[src/rtl/ysyx_23060096_lsu.sv]
// ---------------------------------------------------------------------------
// Module   : ysyx_23060096_lsu
// Brief    : Multi-cycle RV32 load/store unit and register-file writer.
// Revision : 1.0
// ---------------------------------------------------------------------------
`default_nettype none

module ysyx_23060096_lsu #(
  parameter int XLEN   = 32,
  parameter int REG_AW = 5
) (
  input  logic              clk,
  input  logic              rstn,
  input  logic              in_valid,
  output logic              in_ready,
  input  logic [XLEN-1:0]   in_addr,
  input  logic [XLEN-1:0]   in_wdata,
  input  logic [2:0]        in_funct3,
  input  logic              in_is_store,
  input  logic [REG_AW-1:0] in_rd,
  output logic              mem_req_valid,
  input  logic              mem_req_ready,
  output logic [XLEN-1:0]   mem_req_addr,
  output logic              mem_req_wen,
  output logic [XLEN-1:0]   mem_req_wdata,
  output logic [3:0]        mem_req_wstrb,
  input  logic              mem_rsp_valid,
  input  logic [XLEN-1:0]   mem_rsp_rdata,
  output logic              rf_wen,
  output logic [REG_AW-1:0] rf_waddr,
  output logic [XLEN-1:0]   rf_wdata,
  output logic              done,
  output logic              err
);

  typedef enum logic [1:0] {
    S_IDLE = 2'd0,
    S_REQ  = 2'd1,
    S_WAIT = 2'd2,
    S_WB   = 2'd3
  } state_t;

  state_t              state_q;
  logic [XLEN-1:0]     addr_q;
  logic [XLEN-1:0]     wdata_q;
  logic [3:0]          strb_q;
  logic                st_q;
  logic [2:0]          funct3_q;
  logic [1:0]          off_q;
  logic [REG_AW-1:0]   rd_q;
  logic                done_q;
  logic                err_q;
  logic [REG_AW-1:0]   rf_waddr_q;
  logic [XLEN-1:0]     rf_wdata_q;

  logic                bad_d;
  logic [3:0]          strb_d;
  logic [XLEN-1:0]     sdata_d;
  logic [XLEN-1:0]     shifted;
  logic [XLEN-1:0]     ld_d;

  // Request decode: legality/alignment plus store lane replication and strobes.
  always_comb begin
    bad_d   = 1'b0;
    strb_d  = 4'b1111;
    sdata_d = in_wdata;
    case (in_funct3)
      3'b000: begin
        strb_d  = 4'b0001 << in_addr[1:0];
        sdata_d = {4{in_wdata[7:0]}};
      end
      3'b001: begin
        bad_d   = in_addr[0];
        strb_d  = 4'b0011 << in_addr[1:0];
        sdata_d = {2{in_wdata[15:0]}};
      end
      3'b010:  bad_d = |in_addr[1:0];
      3'b100:  bad_d = in_is_store;
      3'b101:  bad_d = in_is_store | in_addr[0];
      default: bad_d = 1'b1;
    endcase
    if (!in_is_store) begin
      strb_d = 4'b0000;
    end
  end

  always_comb begin
    shifted = mem_rsp_rdata >> {off_q, 3'b000};
    case (funct3_q)
      3'b000:  ld_d = {{(XLEN-8){shifted[7]}}, shifted[7:0]};
      3'b100:  ld_d = {{(XLEN-8){1'b0}}, shifted[7:0]};
      3'b001:  ld_d = {{(XLEN-16){shifted[15]}}, shifted[15:0]};
      3'b101:  ld_d = {{(XLEN-16){1'b0}}, shifted[15:0]};
      default: ld_d = mem_rsp_rdata;
    endcase
  end

  always_ff @(posedge clk or negedge rstn) begin
    if (!rstn) begin
      state_q    <= S_IDLE;
      addr_q     <= '0;
      wdata_q    <= '0;
      strb_q     <= 4'b0000;
      st_q       <= 1'b0;
      funct3_q   <= 3'b000;
      off_q      <= 2'b00;
      rd_q       <= '0;
      done_q     <= 1'b0;
      err_q      <= 1'b0;
      rf_waddr_q <= '0;
      rf_wdata_q <= '0;
    end else begin
      done_q <= 1'b0;
      err_q  <= 1'b0;
      case (state_q)
        S_IDLE: begin
          if (in_valid) begin
            addr_q   <= {in_addr[XLEN-1:2], 2'b00};
            wdata_q  <= sdata_d;
            strb_q   <= strb_d;
            st_q     <= in_is_store;
            funct3_q <= in_funct3;
            off_q    <= in_addr[1:0];
            rd_q     <= in_rd;
            if (bad_d) begin
              err_q <= 1'b1;
            end else begin
              state_q <= S_REQ;
            end
          end
        end
        S_REQ: begin
          if (mem_req_ready) begin
            state_q <= S_WAIT;
          end
        end
        S_WAIT: begin
          // done_q rides along into WB for loads, so both kinds retire on the same cycle count.
          if (mem_rsp_valid) begin
            done_q <= 1'b1;
            if (st_q) begin
              state_q <= S_IDLE;
            end else begin
              state_q    <= S_WB;
              rf_waddr_q <= rd_q;
              rf_wdata_q <= ld_d;
            end
          end
        end
        S_WB:    state_q <= S_IDLE;
        default: state_q <= S_IDLE;
      endcase
    end
  end

  assign in_ready      = (state_q == S_IDLE);
  assign mem_req_valid = (state_q == S_REQ);
  assign mem_req_addr  = addr_q;
  assign mem_req_wen   = st_q;
  assign mem_req_wdata = wdata_q;
  assign mem_req_wstrb = strb_q;
  assign rf_wen        = (state_q == S_WB) && (rd_q != '0);
  assign rf_waddr      = rf_waddr_q;
  assign rf_wdata      = rf_wdata_q;
  assign done          = done_q;
  assign err           = err_q;

endmodule

`default_nettype wire
[config.mk]
export PLATFORM = sky130hd
export DESIGN_NAME = ysyx_23060096_lsu
export DESIGN_NICKNAME = d
export VERILOG_FILES = /design/src/rtl/ysyx_23060096_lsu.sv
export SDC_FILE = /design/constraint.sdc
export NUM_CORES = 1
export LEC_CHECK = 0
export BUFFER_PORTS_ARGS = -buffer_cell sky130_fd_sc_hd__buf_2
export CORE_ASPECT_RATIO = 0.6
export CORE_MARGIN = 2
export CORE_UTILIZATION = 44
export DETAILED_ROUTE_END_ITERATION = 6
export PLACE_DENSITY_LB_ADDON = 0.12
export SLEW_MARGIN = 5
export SYNTH_ARGS = -nofsm -noshare
export SYNTH_HDL_FRONTEND = slang
export SYNTH_SLANG_ARGS = --single-unit
[constraint.sdc]
create_clock -name clk -period 1.4 [get_ports clk]
set_input_delay 0.21 -clock clk [delete_from_list [all_inputs] [get_ports clk]]
set_output_delay 0.21 -clock clk [all_outputs]
set_load 0.01 [all_outputs]
==> flow_summary_export.csv <==
group,metric,value,unit
setup_path,crit_type,"reg2out",
drt,vias_per_cell,5.186,
cts,cts-root-buf,"clkbuf_16",
drt,firstDrtPassIters,5,
drt,drcViolationCount,0,
cts,clockBufferDepth,2,
setup_path,critPathLaunchType,"register",
setup_path,reg2reg_from,"off_q[1]",
layout,finish.utilization,0.7086,
pwr,p_per_area,2294,nW/µm²
layout,drive_above_1_share,0.4303,
logic_synthesis,synthTopCellsByArea,"dfrtp_1, nand2_1, mux2i_1",
logic_synthesis,syn_inst,606,
layout,antenna_cells,0,
cts,htreeDepth,4,
drt,ant_nets,0,
setup_path,path_buf_inv,1,
logic_synthesis,yosys.area.top_type,"dfrtp_1",
timing,min_period_over_period,1.305,
die,die_y,90.61,µm
pwr,pwr-share-seq,0.304,
setup_path,r2r_cells,7,
timing,hold_viol,0,
layout,finalInstanceArea,8603,µm²
die,core,12140,µm²
logic_synthesis,ys_ff_latch,118,
setup_path,cp.depth,3,
die,dieArea,13440,µm²
die,initial_core_util,0.4531,
setup_path,crit_chain,"or3_1 -> o311a_1 -> buf_2",
logic_synthesis,ys.flop_type,"dfrtp_1",
timing,layout_setup_ws,-0.4270,ns
drt,routed_wl,18.51,mm
logic_synthesis,yosysUniqueCellTypes,41,
setup_path,cp-endpoint,"rf_wen",
timing,worstMarginPinSlew,0.5170,ns
logic_synthesis,syn_area_per_cell,9.076,µm²
logic_synthesis,yosysMostFrequentCell,"nand2_1",
global_routing,grt_max_degree,34,
pwr,power.leakage,4.424,nW
placed_design,place_area,7000,µm²
logic_synthesis,synth_edf_count,0,
drt,drtIter0Drc,288,
drt,routed-via-count,5544,
logic_synthesis,syn_area,5500,µm²
setup_path,arrival,1.62,ns
pwr,combinationalPowerShare,0.457,
logic_synthesis,ys_seq_area_frac,0.5369,
setup_path,cpMaxStageDelayCell,"dfrtp_1",
die,dieWidth,148.3,µm
cts,cts_buffers,17,
pwr,p_sw_frac,0.3801,
setup_path,path_max_fanout,2,
setup_path,cp_top_family,"flip-flops",
setup_path,cp-startpoint,"rd_q[1]",
pwr,vdd_drop_max,0.001050,V
layout,syn2layout_area_growth,56.41,%
global_routing,grt_pass1_vias,5491,
hold_path,holdPathStages,3,
die,rows,31,
timing,fin_worst_skew,0.01063,ns
timing,period_needed,1.827,ns
cts,clk_latency,0.42,ns
layout,final_nets,1001,
placed_design,port_buffers,218,
logic_synthesis,synth_top_cell_area_share,0.5369,
timing,finalSetupViolations,45,
placed_design,dp_hpwl,12.13,mm
outcome,violations,"negative setup slack",
global_routing,grt_pass1_wl,28.37,mm
pwr,internal-power,12.23,mW
cts,path_clk_slew,0.06,ns
pwr,switchingPower,7.500,mW
logic_synthesis,ys_warn_count,0,
global_routing,track_usage,0.2706,
die,ios,221,
cts,clock-sinks,118,
outcome,status,"finished with violations",
setup_path,cp-end-kind,"output port",
timing,fin_tns_setup,-6.168,ns
global_routing,grt.overflow.total,0,
setup_path,rr_endpoint,"rf_wdata[9]",
global_routing,antenna_found_initial,0,
cts,cts_tree,"built",
timing,slew_headroom,0.6554,
setup_path,reg2reg_slack,-0.28,ns
logic_synthesis,synth_common_cells,"nand2_1, dfrtp_1, o21ai_0",
timing,fmax,547.3,MHz
setup_path,critPathRequiredTime,1.19,ns
flow_run,cap_violations,0,
placed_design,gp_congestion,0.8801,
drt,wire_per_inst,17.32,µm
timing,finalMaxSlewViolations,0,
hold_path,min_path_type,"in2reg",
logic_synthesis,async_reset_ff_frac,1.000,
setup_path,slowest_delay,0.37,ns
pwr,clkPwrFrac,0.239,
timing,rsz0062_at_grt,"true",
what timing repair did:
action | CTS | global route
hold buffers | 34 | 0
endpoints found under the setup margin | 34 | 71
endpoints found under the hold margin | 57 | 0
resized for setup | 48 | 68
cloned | 1 | 5
setup buffers | 8 | 7
pin swaps | 23 | 29
through the flow:
stage               std cells  power, mW  hold WS [ns]  setup slack (ns)
finish                   1069      19.73       0.01557           -0.4270
global route             1069      20.96       0.01100           -0.4764
CTS                      1059      18.84      0.004095           -0.4336
detailed placement        984      13.27        0.1683           -0.2460
global placement          984      13.06        0.1605           -0.1581
floorplan                 607      10.06      -0.08559           -0.1277
worst register-to-register path, delay by kind of cell, from the launching register on:
| family | cells | cell delay (ns) |
|---|---|---|
| AND/OR/NAND/NOR | 1 | 0.23 |
| AO/OA/AOI/OAI | 2 | 0.36 |
| multiplexers | 1 | 0.19 |
| flip-flops | 1 | 0.44 |
| buffers and inverters | 3 | 0.40 |
flip-flops by register name (all words and copies together), names as in the netlist:
register / count
rf_waddr: 5
off_q: 2
rd_q: 5
mem_req_wdata: 32
mem_req_addr: 30
err: 1
mem_req_wen: 1
mem_req_wstrb: 4
done: 1
funct3_q: 3
rf_wdata: 32
state_q: 2
power groups by stage:
stage | Clock [mW] | Combinational (mW) | Sequential (mW)
after detailed placement | 0 | 7.31 | 5.96
after floorplan | 0 | 3.50 | 6.56
final | 4.71 | 9.01 | 6.01
after CTS | 4.74 | 8.14 | 5.96
after global placement | 0 | 7.14 | 5.92
after global routing | 4.96 | 9.82 | 6.19
cell families (layout without fill, tap and decap cells):
group,count (synthesis),count (layout),share of synthesized area
AO/OA/AOI/OAI,97,97,0.1065
AND/OR/NAND/NOR,308,308,0.2470
flip-flops,118,118,0.5369
buffers and inverters,46,343,0.04208
other,1,2,0.0006818
multiplexers,36,36,0.06688
worst min-delay path by stage:
stage                      from                to  slack, ns
global placement           rstn  mem_req_addr[11]       0.16
finish              in_addr[27]  mem_req_addr[27]       0.02
CTS                 in_addr[21]  mem_req_addr[21]      0.004
global route        in_addr[21]  mem_req_addr[21]       0.01
floorplan                  rstn              done      -0.09
detailed placement         rstn  mem_req_addr[11]       0.17
per-layer routing:
| layer | vias up | GRT usage | wire (µm) |
|---|---|---|---|
| met4 | 0 | 0.08095 | 248 |
| met3 | 26 | 0.09091 | 1754 |
| met2 | 278 | 0.4005 | 8351 |
| met1 | 2657 | 0.3790 | 8156 |
| met5 | - | 0 | 0 |
| li1 | 2583 | - | - |
layout make-up:
type	count	area [µm²]
Sequential cell	118	2955
Clock buffer	18	439.2
Clock inverter	14	198.9
Multi-Input combinational cell	443	2639
Timing Repair Buffer	310	2158
Fill cell	883	3537
Tap cell	165	206.4
Inverter	1	6.256
cell usage in the layout (no fill, tap or decap), drive strengths merged:
cell	n
a21o	2
a21oi	34
a221oi	1
a22o	1
a22oi	6
a2bb2oi	2
and3	1
and3b	1
buf	273
bufinv	4
clkbuf	21
clkinv	4
clkinvlp	4
conb	2
dfrtp	118
dlygate4sd3	34
inv	3
mux2i	36
nand2	221
nand2b	10
nand3	33
nand3b	1
nor2	24
nor2b	3
nor3	3
nor3b	2
nor4	1
o21a	1
o21ai	37
o22a	8
o22ai	2
o311a	1
o311ai	2
or2	7
or3	1
(Power assumes the default switching activity.)
